[src/rtl/hnf_mshr_alloc_qos_pkg.sv]
// Shared definitions for the HN-F MSHR allocator: default MSHR sizing,
// CHI field widths and the grant FSM state encoding.
package hnf_mshr_alloc_qos_pkg;

  localparam int HNF_MSHR_ENTRIES_NUM   = 32;
  localparam int HNF_MSHR_ENTRIES_WIDTH = 5;
  localparam int HNF_RSV_HP_NUM         = 4;
  localparam int HNF_HP_QOS_THRESHOLD   = 12;
  localparam int HNF_RETRY_FIFO_DEPTH   = 16;

  localparam int CHI_SRCID_W = 11;
  localparam int CHI_TXNID_W = 12;
  localparam int CHI_QOS_W   = 4;

  typedef enum logic {
    GNT_IDLE = 1'b0,
    GNT_WAIT = 1'b1
  } gnt_state_e;

endpackage

[src/rtl/hnf_mshr_alloc_qos_retry_fifo.sv]
// hnf_mshr_retry_fifo: small srcid queue used to remember retried requesters
// until a P-Credit can be granted. Pushes into a full queue and pops from an
// empty queue are ignored. Storage is not reset; only the pointers are.
module hnf_mshr_retry_fifo #(
  parameter int DEPTH  = 16,
  parameter int DATA_W = 11
) (
  input  logic              clk,
  input  logic              rst,
  input  logic              push,
  input  logic [DATA_W-1:0] push_data,
  input  logic              pop,
  output logic              full,
  output logic              empty,
  output logic [DATA_W-1:0] head
);

  localparam int AW = (DEPTH > 1) ? $clog2(DEPTH) : 1;

  logic [DATA_W-1:0] mem [DEPTH];
  logic [AW-1:0]     wr_ptr;
  logic [AW-1:0]     rd_ptr;
  logic [AW:0]       count;
  logic              do_push;
  logic              do_pop;

  function automatic logic [AW-1:0] ptr_inc(input logic [AW-1:0] p);
    return (p == AW'(DEPTH - 1)) ? '0 : p + 1'b1;
  endfunction

  assign full    = (count == (AW+1)'(DEPTH));
  assign empty   = (count == '0);
  assign head    = mem[rd_ptr];
  assign do_push = push && !full;
  assign do_pop  = pop && !empty;

  // Pointer and occupancy bookkeeping.
  always_ff @(posedge clk) begin
    if (rst) begin
      wr_ptr <= '0;
      rd_ptr <= '0;
      count  <= '0;
    end else begin
      if (do_push) wr_ptr <= ptr_inc(wr_ptr);
      if (do_pop)  rd_ptr <= ptr_inc(rd_ptr);
      count <= count + (AW+1)'(do_push) - (AW+1)'(do_pop);
    end
  end

  // Entry storage, written on accepted pushes only.
  always_ff @(posedge clk) begin
    if (do_push) mem[wr_ptr] <= push_data;
  end

endmodule

[src/rtl/hnf_mshr_alloc_qos.sv]
// hnf_mshr_alloc_qos: MSHR entry allocator with Retry / P-Credit management.
// A valid s0 request gets the lowest free entry (s1 alloc pulse) or a RetryAck
// (s1 retry pulse) and its srcid is queued; queued requesters later receive a
// PCrdGrant once an entry is available, and credit re-sends always allocate.
// Build option: define HNF_MSHR_HP_RSV_EN to enable the high-priority class
// (RSV_HP_NUM entries held back from normal requests, separate HP retry queue
// with grant priority). Without it there is a single class and a single queue.
module hnf_mshr_alloc_qos
  import hnf_mshr_alloc_qos_pkg::*;
#(
  parameter int MSHR_ENTRIES_NUM   = HNF_MSHR_ENTRIES_NUM,
  parameter int MSHR_ENTRIES_WIDTH = HNF_MSHR_ENTRIES_WIDTH,
  parameter int RSV_HP_NUM         = HNF_RSV_HP_NUM,
  parameter int HP_QOS_THRESHOLD   = HNF_HP_QOS_THRESHOLD,
  parameter int RETRY_FIFO_DEPTH   = HNF_RETRY_FIFO_DEPTH
) (
  input  logic                          clk,
  input  logic                          rst,
  input  logic                          li_mshr_rxreq_valid_s0,
  input  logic [CHI_QOS_W-1:0]          li_mshr_rxreq_qos_s0,
  input  logic                          li_mshr_rxreq_allowretry_s0,
  input  logic [CHI_SRCID_W-1:0]        li_mshr_rxreq_srcid_s0,
  input  logic [CHI_TXNID_W-1:0]        li_mshr_rxreq_txnid_s0,
  input  logic                          mshr_dbf_retired_valid_sx1_q,
  input  logic [MSHR_ENTRIES_WIDTH-1:0] mshr_dbf_retired_idx_sx1_q,
  output logic                          mshr_alloc_en_s1_q,
  output logic [MSHR_ENTRIES_WIDTH-1:0] mshr_entry_idx_alloc_s1_q,
  output logic [MSHR_ENTRIES_NUM-1:0]   mshr_entry_alloc_s1_q,
  output logic                          qos_retry_valid_s1_q,
  output logic [CHI_SRCID_W-1:0]        qos_retry_srcid_s1_q,
  output logic [CHI_TXNID_W-1:0]        qos_retry_txnid_s1_q,
  output logic                          qos_pcrdgnt_valid_q,
  output logic [CHI_SRCID_W-1:0]        qos_pcrdgnt_srcid_q,
  input  logic                          txrsp_qos_pcrdgnt_ready
);

  localparam int N  = MSHR_ENTRIES_NUM;
  localparam int W  = MSHR_ENTRIES_WIDTH;
  localparam int CW = MSHR_ENTRIES_WIDTH + 1;

  localparam logic [CW-1:0] ENTRIES_C = CW'(MSHR_ENTRIES_NUM);
`ifdef HNF_MSHR_HP_RSV_EN
  localparam logic [CW-1:0] NORM_THR  = CW'(RSV_HP_NUM);
`else
  localparam logic [CW-1:0] NORM_THR  = '0;
`endif

  // Elaboration-time sanity on the configuration.
  if (MSHR_ENTRIES_NUM > (1 << MSHR_ENTRIES_WIDTH)) begin : g_chk_width
    $error("MSHR_ENTRIES_WIDTH too small for MSHR_ENTRIES_NUM");
  end
  if (RSV_HP_NUM >= MSHR_ENTRIES_NUM) begin : g_chk_rsv
    $error("RSV_HP_NUM must be below MSHR_ENTRIES_NUM");
  end
  if (HP_QOS_THRESHOLD > 15) begin : g_chk_qos
    $error("HP_QOS_THRESHOLD does not fit the QoS field");
  end
  if (RETRY_FIFO_DEPTH < 1) begin : g_chk_fifo
    $error("RETRY_FIFO_DEPTH must be at least 1");
  end

  logic [N-1:0]           free_map;
  logic [N-1:0]           free_map_nxt;
  logic [CW-1:0]          free_cnt;
  logic [CW-1:0]          rsv_cnt;
  logic [CW-1:0]          avail;
  logic [CW-1:0]          avail_g;
  logic [W-1:0]           pick;
  logic [N-1:0]           pick_oh;
  logic [N-1:0]           retire_oh;
  logic                   req_hp;
  logic                   alloc_s0;
  logic                   retry_s0;
  logic                   rsv_dec;
  logic                   push_hp;
  logic                   push_nrm;
  logic                   pop_hp;
  logic                   pop_nrm;
  logic                   hp_full;
  logic                   hp_empty;
  logic [CHI_SRCID_W-1:0] hp_head;
  logic                   nrm_full;
  logic                   nrm_empty;
  logic [CHI_SRCID_W-1:0] nrm_head;
  gnt_state_e             gnt_state;
  gnt_state_e             gnt_state_nxt;

  function automatic logic [W-1:0] lowest_free(input logic [N-1:0] map);
    logic [W-1:0] idx;
    idx = '0;
    for (int i = N - 1; i >= 0; i--) begin
      if (map[i]) idx = W'(i);
    end
    return idx;
  endfunction

  // Saturating decrement: a credit re-send may allocate while avail is 0,
  // and wrapping would let the grant logic hand out a credit that has no entry.
  function automatic logic [CW-1:0] sat_dec(input logic [CW-1:0] v, input logic dec);
    return (dec && (v != '0)) ? v - 1'b1 : v;
  endfunction

  assign avail     = free_cnt - rsv_cnt;
  assign avail_g   = sat_dec(avail, alloc_s0);
  assign pick      = lowest_free(free_map);
  assign pick_oh   = alloc_s0 ? (N'(1) << pick) : '0;
  assign retire_oh = mshr_dbf_retired_valid_sx1_q ? (N'(1) << mshr_dbf_retired_idx_sx1_q) : '0;
  assign free_map_nxt = (free_map & ~pick_oh) | retire_oh;

`ifdef HNF_MSHR_HP_RSV_EN
  assign req_hp = (li_mshr_rxreq_qos_s0 >= CHI_QOS_W'(HP_QOS_THRESHOLD));

  hnf_mshr_retry_fifo #(
    .DEPTH  (RETRY_FIFO_DEPTH),
    .DATA_W (CHI_SRCID_W)
  ) u_hp_fifo (
    .clk       (clk),
    .rst       (rst),
    .push      (push_hp),
    .push_data (li_mshr_rxreq_srcid_s0),
    .pop       (pop_hp),
    .full      (hp_full),
    .empty     (hp_empty),
    .head      (hp_head)
  );
`else
  logic unused_qos;
  assign unused_qos = ^li_mshr_rxreq_qos_s0;
  assign req_hp     = 1'b0;
  assign hp_full    = 1'b0;
  assign hp_empty   = 1'b1;
  assign hp_head    = '0;
`endif

  hnf_mshr_retry_fifo #(
    .DEPTH  (RETRY_FIFO_DEPTH),
    .DATA_W (CHI_SRCID_W)
  ) u_nrm_fifo (
    .clk       (clk),
    .rst       (rst),
    .push      (push_nrm),
    .push_data (li_mshr_rxreq_srcid_s0),
    .pop       (pop_nrm),
    .full      (nrm_full),
    .empty     (nrm_empty),
    .head      (nrm_head)
  );

  // s0 decision: allocate, retry (and queue the requester), or drop on protocol error.
  always_comb begin
    alloc_s0 = 1'b0;
    retry_s0 = 1'b0;
    rsv_dec  = 1'b0;
    push_hp  = 1'b0;
    push_nrm = 1'b0;
    if (li_mshr_rxreq_valid_s0) begin
      if (!li_mshr_rxreq_allowretry_s0) begin
        alloc_s0 = (free_cnt != '0);
        rsv_dec  = alloc_s0 && (rsv_cnt != '0);
      end else if (req_hp) begin
        if (avail != '0) begin
          alloc_s0 = 1'b1;
        end else begin
          retry_s0 = 1'b1;
          push_hp  = !hp_full;
        end
      end else begin
        if (avail > NORM_THR) begin
          alloc_s0 = 1'b1;
        end else begin
          retry_s0 = 1'b1;
          push_nrm = !nrm_full;
        end
      end
    end
  end

  // Grant FSM next state: pop a queued requester when an entry can be promised.
  always_comb begin
    gnt_state_nxt = gnt_state;
    pop_hp        = 1'b0;
    pop_nrm       = 1'b0;
    case (gnt_state)
      GNT_IDLE: begin
        if (!hp_empty && (avail_g != '0)) begin
          pop_hp        = 1'b1;
          gnt_state_nxt = GNT_WAIT;
        end else if (!nrm_empty && (avail_g > NORM_THR)) begin
          pop_nrm       = 1'b1;
          gnt_state_nxt = GNT_WAIT;
        end
      end
      GNT_WAIT: begin
        if (txrsp_qos_pcrdgnt_ready) gnt_state_nxt = GNT_IDLE;
      end
      default: gnt_state_nxt = GNT_IDLE;
    endcase
  end

  // Entry bitmap, counters and grant state.
  always_ff @(posedge clk) begin
    if (rst) begin
      free_map  <= '1;
      free_cnt  <= ENTRIES_C;
      rsv_cnt   <= '0;
      gnt_state <= GNT_IDLE;
    end else begin
      free_map  <= free_map_nxt;
      free_cnt  <= free_cnt + CW'(mshr_dbf_retired_valid_sx1_q) - CW'(alloc_s0);
      rsv_cnt   <= rsv_cnt + CW'(pop_hp | pop_nrm) - CW'(rsv_dec);
      gnt_state <= gnt_state_nxt;
    end
  end

  // s0 -> s1 boundary: single-cycle alloc and retry pulses.
  always_ff @(posedge clk) begin
    if (rst) begin
      mshr_alloc_en_s1_q        <= 1'b0;
      mshr_entry_idx_alloc_s1_q <= '0;
      mshr_entry_alloc_s1_q     <= '0;
      qos_retry_valid_s1_q      <= 1'b0;
      qos_retry_srcid_s1_q      <= '0;
      qos_retry_txnid_s1_q      <= '0;
    end else begin
      mshr_alloc_en_s1_q        <= alloc_s0;
      mshr_entry_idx_alloc_s1_q <= alloc_s0 ? pick : '0;
      mshr_entry_alloc_s1_q     <= pick_oh;
      qos_retry_valid_s1_q      <= retry_s0;
      qos_retry_srcid_s1_q      <= retry_s0 ? li_mshr_rxreq_srcid_s0 : '0;
      qos_retry_txnid_s1_q      <= retry_s0 ? li_mshr_rxreq_txnid_s0 : '0;
    end
  end

  // PCrdGrant request register: set on a pop, held until txrsp accepts it.
  always_ff @(posedge clk) begin
    if (rst) begin
      qos_pcrdgnt_valid_q <= 1'b0;
      qos_pcrdgnt_srcid_q <= '0;
    end else if (pop_hp || pop_nrm) begin
      qos_pcrdgnt_valid_q <= 1'b1;
      qos_pcrdgnt_srcid_q <= pop_hp ? hp_head : nrm_head;
    end else if ((gnt_state == GNT_WAIT) && txrsp_qos_pcrdgnt_ready) begin
      qos_pcrdgnt_valid_q <= 1'b0;
      qos_pcrdgnt_srcid_q <= '0;
    end
  end

endmodule

[config.mk]
export PLATFORM = sky130hd
export DESIGN_NAME = hnf_mshr_alloc_qos
export DESIGN_NICKNAME = d
export VERILOG_FILES = /design/src/rtl/hnf_mshr_alloc_qos_pkg.sv /design/src/rtl/hnf_mshr_alloc_qos_retry_fifo.sv /design/src/rtl/hnf_mshr_alloc_qos.sv
export SDC_FILE = /design/constraint.sdc
export NUM_CORES = 1
export LEC_CHECK = 0
export CAP_MARGIN = 10
export CORE_MARGIN = 4
export CORE_UTILIZATION = 55
export DETAILED_ROUTE_END_ITERATION = 12
export GPL_ROUTABILITY_DRIVEN = 0
export PLACE_DENSITY = 0.88
export SKIP_CTS_REPAIR_TIMING = 1
export SLEW_MARGIN = 10
export SYNTH_ARGS = -nofsm -noshare
export SYNTH_HDL_FRONTEND = slang
export SYNTH_SLANG_ARGS = --single-unit
[constraint.sdc]
create_clock -name clk -period 10.7 [get_ports clk]
set_input_delay 2.675 -clock clk [delete_from_list [all_inputs] [get_ports clk]]
set_output_delay 2.675 -clock clk [all_outputs]
set_load 0.03 [all_outputs]
==> results.md <==
- Result of the run: completed
- Most utilized layer in the global route result: met2
- Global-route wire length before repair: 45500 µm
- Warnings from Yosys: 0
- Maximum number of pins on one net before global-route repair: 84
- Unrepaired setup endpoints after global routing: no
- Average vias per placed instance: 5.923
- Critical Path AT: 6960 ps
- Cell taking the most area after synthesis: sky130_fd_sc_hd__edfxtp_1
- Most frequent cells in the layout: 176 x sky130_fd_sc_hd__edfxtp_1, 134 x sky130_fd_sc_hd__dfxtp_1, 106 x sky130_fd_sc_hd__clkdlybuf4s50_1
- Average cell area after synthesis: 13.36 µm²
- Number of global-route vias before repair: 8354
- Number of synthesized flops with an enable pin: 176
- Proportion of register bits with asynchronous set or reset after synthesis: 0%
- Cell with the largest stage delay on the worst path: sky130_fd_sc_hd__o31ai_4
- Final WL: 29390 µm
- Number of antenna violations at the first check in global routing: 0
- TritonCTS clock tree: yes
- Worst ir drop on vdd: 0.0001466 V
- Root buf cell: sky130_fd_sc_hd__clkbuf_16
- Hold Path Class: flop to flop
- CTS H-tree lvls: 1
- Final Net Count: 1152
- CP Launch Type: primary input
- Buffers from clock root to sink, at most: 3
- Internal power of the cells: 2.399 mW
- Post-synth cell types: 67
- Met3 usage in global routing: 4.387%
- Total non-filler cell area in the finished layout: 0.01511 mm²
- Number of routed nets with antenna violations: 0
- HPWL after detailed placement: 18690 µm
- Transition time of the tightest slew-check pin: 1203 ps
- Worst EP required: 11180 ps
- Kind of end point of the critical path: flop
- Ant diodes: 0
- Number of cells in the design after placement: 1329
- Width of the die: 160.0 µm
- Net count after synthesis: 1028
- Final worst clock skew: 13.89 ps
- Total Routing Usage GR: 22.57%
- Total clock buffers created by CTS: 30
- Number of filler instances in the final layout: 1546
- Ranking of synthesized cells by area: sky130_fd_sc_hd__edfxtp_1 42%, sky130_fd_sc_hd__dfxtp_1 21%, sky130_fd_sc_hd__mux4_2 9.7%
- Maximum fanout along the worst path: 16
- Area growth from synthesis to final layout: 18.85%
- Worst hold margin: 453.4 ps
- Ratio of total power to cell area: 230.0 mW/mm²
- Drt drc: 0
- Router iterations before antenna repair: 5
- Psw: 1.076 mW
- Number of buffers and inverters on the critical path: 5
- Die boundary height: 160.0 µm
- Switching Fraction: 30.97%
- Initial Utilization: 55.99%
- Average detailed-routed wire length per instance: 21.22 µm
- I/O Pins: 112
- Static Leakage: 5.225 nW
- Rows: 55
- Area fraction of the dominant cell type after synthesis: 41.57%
- Number of DRC markers after the initial detailed-route iteration: 969
- Share of the clock period used by the worst path: 60.61%
- Flop and latch count out of synthesis: 312
- Met2 Resource Use GR: 38.44%
- Most common cell after layout, fill and taps aside: sky130_fd_sc_hd__edfxtp_1
- Via count: 8203
- Worst max-slew margin expressed relative to the limit: 19.47%
- Final cell count without fillers: 1385
- Cell family contributing the most delay on the critical path: compound AO/OA/AOI/OAI gates
- Met1 GRT Util: 28.70%
- Critical path's most frequent cell: sky130_fd_sc_hd__inv_1
- Footprint of the multi-input gates: 0.004414 mm²
- Synthesized instance count: 952
- Layout cells sized above 1: 12.09%
- MaxCap Viol Count: 0
- Fraction of power consumed by sequential logic: 40.3%
- Post-place instance area: 0.01414 mm²
- Sequential element share of the synthesized area: 62.98%
- GR Overflow Total: 0
- Clk pwr share: 29.6%
- Highest clock frequency the design can meet: 154.2 MHz
- Ys flop type: sky130_fd_sc_hd__edfxtp_1
- Number of clock sinks: 312
- Clock-pin slew on the worst setup and hold paths: 60 ps
- Final setup violation count: 0
- Final min period: 6486 ps
- Final total negative setup slack: 0 ps
- Clock insertion delay at the later pin of the skew report: 560 ps
- Maximum cell stage delay along the critical path: 930 ps
- Number of max-slew violations in the final report: 0
- Number of port buffers: 107
- Ordered cell list for the critical path: clkdlybuf4s50_1, o21ai_0, a31oi_4, nand2_1, mux2_4, o31ai_4, inv_2, ha_1, inv_1, ha_1, inv_1, fa_1, inv_1, a21oi_1, nor2_1, or3_1, a21oi_1
- Area of the core: 0.02271 mm²
- Cell Area, Synth: 0.01271 mm²
- Die footprint: 0.02561 mm²
- Fin. Hold Viols: 0
- Register cell area after layout: 0.008010 mm²
- Comb pwr share: 30.1%
- Classification of the worst setup path: primary input to flop
==> stage by stage <==
stage          utilization, %  total power [mW]  worst slack (ps)
2_1_floorplan               -             2.221              5035
3_3_place_gp            62.28             2.425              3804
3_5_place_dp            62.28             2.463              3672
4_1_cts                 66.55             3.494              4229
5_1_grt                 66.55             3.653              3981
6_report                66.55             3.476              4214
==> tightest hold or removal path: stages (launching register included) <==
cell                      delay [ps]
sky130_fd_sc_hd__dfxtp_1         300
sky130_fd_sc_hd__nand2_1          50
sky130_fd_sc_hd__a21oi_1          50
==> flip-flops by register name, indices dropped and copies added (netlist names), named ones only <==
register                   cells
mshr_entry_idx_alloc_s1_q      5
rsv_cnt                        6
gnt_state                      1
qos_pcrdgnt_srcid_q           11
free_cnt                       6
u_nrm_fifo.wr_ptr              4
u_nrm_fifo.rd_ptr              4
qos_retry_txnid_s1_q          12
qos_pcrdgnt_valid_q            1
qos_retry_valid_s1_q           1
mshr_entry_alloc_s1_q         32
u_nrm_fifo.count               5
free_map                      32
u_nrm_fifo.mem               176
mshr_alloc_en_s1_q             1
qos_retry_srcid_s1_q          11
==> cell type report <==
cell class,count,share of cell area (%)
Inverter,45,1.118
Multi-Input combinational cell,563,29.21
Clock buffer,42,5.464
Clock inverter,14,0.9439
Tap cell,285,2.360
Sequential cell,312,53.01
Timing Repair Buffer,124,7.899
==> per-layer routing <==
metal	share of wire, %	wire length (µm)
met4	3.5	1039
met3	7.5	2195
met2	50	14720
met1	39	11430
met5	0	0
==> path summary, 6_finish.rpt <==
check,from,end,slack (ps),cells after the start
hold / removal,qos_pcrdgnt_valid_q$_SDFFE_PP0P_,qos_pcrdgnt_valid_q$_SDFFE_PP0P_,450,2
hold reg to reg,qos_pcrdgnt_valid_q$_SDFFE_PP0P_,qos_pcrdgnt_valid_q$_SDFFE_PP0P_,450,2
setup reg to reg,free_cnt[0]$_SDFF_PP0_,u_nrm_fifo.count[4]$_SDFF_PP0_,5330,24
setup / recovery,li_mshr_rxreq_allowretry_s0,u_nrm_fifo.count[4]$_SDFF_PP0_,4210,17
==> power groups by stage <==
| stage | sequential (mW) | clock (mW) | combinational [mW] |
|---|---|---|---|
| final | 1.40 | 1.03 | 1.05 |
| after global routing | 1.41 | 1.10 | 1.15 |
| after detailed placement | 1.43 | 0 | 1.04 |
| after CTS | 1.40 | 1.04 | 1.05 |
| after floorplan | 1.45 | 0 | 0.771 |
| after global placement | 1.42 | 0 | 1.00 |
==> cell families (layout without fill, tap and decap cells) <==
logic type                 after synthesis  in the layout  share of synthesized area (%)
DFF                                    312            312                          62.98
and+or+nand+nor                        287            287                          10.83
AOI/OAI and AO/OA                      150            150                          7.587
buffers and inverters                   77            225                          2.342
muxes                                   72             72                          11.12
adders and majority gates               38             38                          3.976
xor gates and xnor gates                16             16                          1.161
==> cells in the mapped netlist, types with 2 or more instances <==
library cell,count
sky130_fd_sc_hd__nor2b_1,6
sky130_fd_sc_hd__and4b_1,2
sky130_fd_sc_hd__o21ai_0,38
sky130_fd_sc_hd__a31o_2,2
sky130_fd_sc_hd__a21boi_0,3
sky130_fd_sc_hd__nor3_1,16
sky130_fd_sc_hd__and2_1,27
sky130_fd_sc_hd__a31oi_1,3
sky130_fd_sc_hd__o22ai_1,4
sky130_fd_sc_hd__xor2_1,8
sky130_fd_sc_hd__dfxtp_1,136
sky130_fd_sc_hd__nor2_1,96
sky130_fd_sc_hd__nand2_1,67
sky130_fd_sc_hd__a221o_1,5
sky130_fd_sc_hd__clkbuf_1,23
sky130_fd_sc_hd__mux2i_1,16
sky130_fd_sc_hd__nor4_1,8
sky130_fd_sc_hd__o21ai_1,4
sky130_fd_sc_hd__inv_1,44
sky130_fd_sc_hd__xnor2_1,7
sky130_fd_sc_hd__a21oi_1,51
sky130_fd_sc_hd__o21bai_1,4
sky130_fd_sc_hd__a21o_1,8
sky130_fd_sc_hd__o31ai_1,3
sky130_fd_sc_hd__and3_1,6
sky130_fd_sc_hd__nand3_1,10
sky130_fd_sc_hd__nand4_1,4
sky130_fd_sc_hd__mux4_2,55
sky130_fd_sc_hd__or3_1,6
sky130_fd_sc_hd__edfxtp_1,176
sky130_fd_sc_hd__ha_1,34
sky130_fd_sc_hd__buf_1,7
sky130_fd_sc_hd__o21a_1,3
sky130_fd_sc_hd__a31o_1,2
sky130_fd_sc_hd__fa_1,4
sky130_fd_sc_hd__nor3b_1,4
sky130_fd_sc_hd__o211ai_1,2
sky130_fd_sc_hd__or4_1,2
sky130_fd_sc_hd__nand2b_1,28
(Power assumes the default switching activity.)
==> RTL change, RTL diff (same settings) <==
Change the package constant `CHI_SRCID_W` from 11 to 22.
--- a/src/rtl/hnf_mshr_alloc_qos_pkg.sv
+++ b/src/rtl/hnf_mshr_alloc_qos_pkg.sv
@@ -8,7 +8,7 @@
   localparam int HNF_HP_QOS_THRESHOLD   = 12;
   localparam int HNF_RETRY_FIFO_DEPTH   = 16;
 
-  localparam int CHI_SRCID_W = 11;
+  localparam int CHI_SRCID_W = 22;
   localparam int CHI_TXNID_W = 12;
   localparam int CHI_QOS_W   = 4;
 
Ports: changed (resized li_mshr_rxreq_srcid_s0, qos_pcrdgnt_srcid_q and qos_retry_srcid_s1_q); port bits go from 112 to 145. The function was not compared with the original's and may differ.
==> RTL change against the original RTL <==
Final area increased by 55%; register-to-register slack better by 560 ps; power is 52% higher; count of clock-buffer cells in the layout grew 26; via count grew 43%; setup slack improved by 320 ps; sequential cell count grew 198; synthesized area is 55% higher; routed wire length up 64%; critical path type unchanged; critical endpoint unchanged; largest power group unchanged.
==> RTL change: results (changes against the original RTL) <==
Outcome
  • Status: finished, final reports clean (unchanged)

Yosys
  • Most instantiated cells after synthesis: edfxtp_1 (352), dfxtp_1 (158), mux4_2 (110) (was edfxtp_1 (176), dfxtp_1 (136), nor2_1 (96))
  • Register area share after synthesis: 69.5% (was 63.0%)
  • Synth cell types: 70 (was 67)
  • Net Count, Synth: 1,311 (was 1,028)
  • Number of enable flip-flop cells after synthesis: 352 (was 176)
  • Synthesized area per cell: 16.1 µm² (was 13.4 µm²)
  • Ranking of synthesized cells by area: edfxtp_1 (53%), dfxtp_1 (16%), mux4_2 (13%) (was edfxtp_1 (42%), dfxtp_1 (21%), mux4_2 (9.7%))

Layout
  • Final non-filler cell total: 1,883 (was 1,385)
  • Top flop regs: u_nrm_fifo.mem x352, free_map x32, mshr_entry_alloc_s1_q x32 (was u_nrm_fifo.mem x176, free_map x32, mshr_entry_alloc_s1_q x32)

Critical path
  • R2R depth: 23 (was 24)
  • Critical Path Fanout Max: 30 (was 16)
  • Worst stage delay on the critical path: 460 ps (was 930 ps)
  • Critical path's slowest cell: clkdlybuf4s50_1 (was o31ai_4)
  • CP delay by family, top: buffers and inverters (was compound AO/OA/AOI/OAI gates)
  • Worst reg2reg setup slack: 5890 ps (was 5330 ps)
  • Worst path arrival time: 6650 ps (was 6960 ps)

Global route
  • Initial antenna violation count: 1 (was 0)
  • First-pass GRT wire length: 72,700 µm (was 45,500 µm)
  • GRT Total Usage: 24.7% (was 22.6%)
  • Via count of the first global-routing pass: 12.0k (was 8,354)

Hold path
  • Hold Crit Endpoint: qos_pcrdgnt_srcid_q[21]$_SDFFE_PP0P_ (was qos_pcrdgnt_valid_q$_SDFFE_PP0P_)
  • Hold Startpoint: qos_pcrdgnt_srcid_q[21]$_SDFFE_PP0P_ (was qos_pcrdgnt_valid_q$_SDFFE_PP0P_)

Place
  • Cell Area, Placed: 21,700 µm² (was 14,100 µm²)
  • Pre-CTS setup slack: 4020 ps (was 3670 ps)
  • Inst Count DP: 1,791 (was 1,329)
  • Port buffer count: 140 (was 107)
  • DP Wirelength: 27,700 µm (was 18,700 µm)

Clock network
  • Worst-Skew Late Latency: 580 ps (was 560 ps)
  • H-tree Lvls: 2 (was 1)
  • Clock buffer count from CTS: 49 (was 30)

Timing
  • Skew final: 27.0 ps (was 13.9 ps)

Routing
  • Routed len/inst: 25.5 µm (was 21.2 µm)
  • Drt pass-1 iters: 6 (was 5)
  • Iter 0 DRT Violations: 1,473 (was 969)

Pwr
  • Peak supply drop: 0.170 mV (was 0.147 mV)
RTL change: metrics by stage:
stage | util [%] | hold slack, ps
detailed placement | 61.3 | 461
global placement | 61.3 | 455
CTS | 65.9 | 470
global route | 66.0 | 496
floorplan | - | 458
finish | 66.0 | 466
RTL change: metal layers:
layer,GRT usage (%),share of wire [%]
met1,32.1,36
met2,42.8,52
met3,4.08,8.5
met4,8.31,3.3
met5,0,0
RTL change: cell type report:
type                       instances  area share (%)
multi-input combinational        619            24.5
inverter                          42           0.674
sequential                       510            58.7
clock inverter                    24            1.14
clock buffer                      68            5.93
tap                              461            2.46
timing repair buffer             159            6.58
RTL change: worst max path at each step:
| stage | to | slack [ps] |
|---|---|---|
| 2_1_floorplan | u_nrm_fifo.mem[3][0]$_DFFE_PP_ | 5080 |
| 3_3_place_gp | u_nrm_fifo.count[4]$_SDFF_PP0_ | 4110 |
| 3_5_place_dp | u_nrm_fifo.count[4]$_SDFF_PP0_ | 4020 |
| 4_1_cts | u_nrm_fifo.count[4]$_SDFF_PP0_ | 4560 |
| 5_1_grt | u_nrm_fifo.count[4]$_SDFF_PP0_ | 4210 |
| 6_report | u_nrm_fifo.count[4]$_SDFF_PP0_ | 4540 |
RTL change: kinds of logic (layout without fill, tap and decap cells):
family / Yosys count / count (layout) / synth area share (%)
buffers and inverters: 95 / 293 / 1.89
multiplexers: 113 / 113 / 12.7
adder cells (fa/ha/maj): 38 / 38 / 2.56
AND/OR/NAND/NOR: 312 / 312 / 8.12
AO/OA/AOI/OAI: 141 / 141 / 4.56
XOR/XNOR: 15 / 15 / 0.665
flip-flops: 510 / 510 / 69.5
RTL change: power breakdown:
group	internal [µW]	total (µW)	switching, µW
registers	2200	2330	130
clock network	1010	1750	735
logic	550	1190	642
total	3760	5270	1510
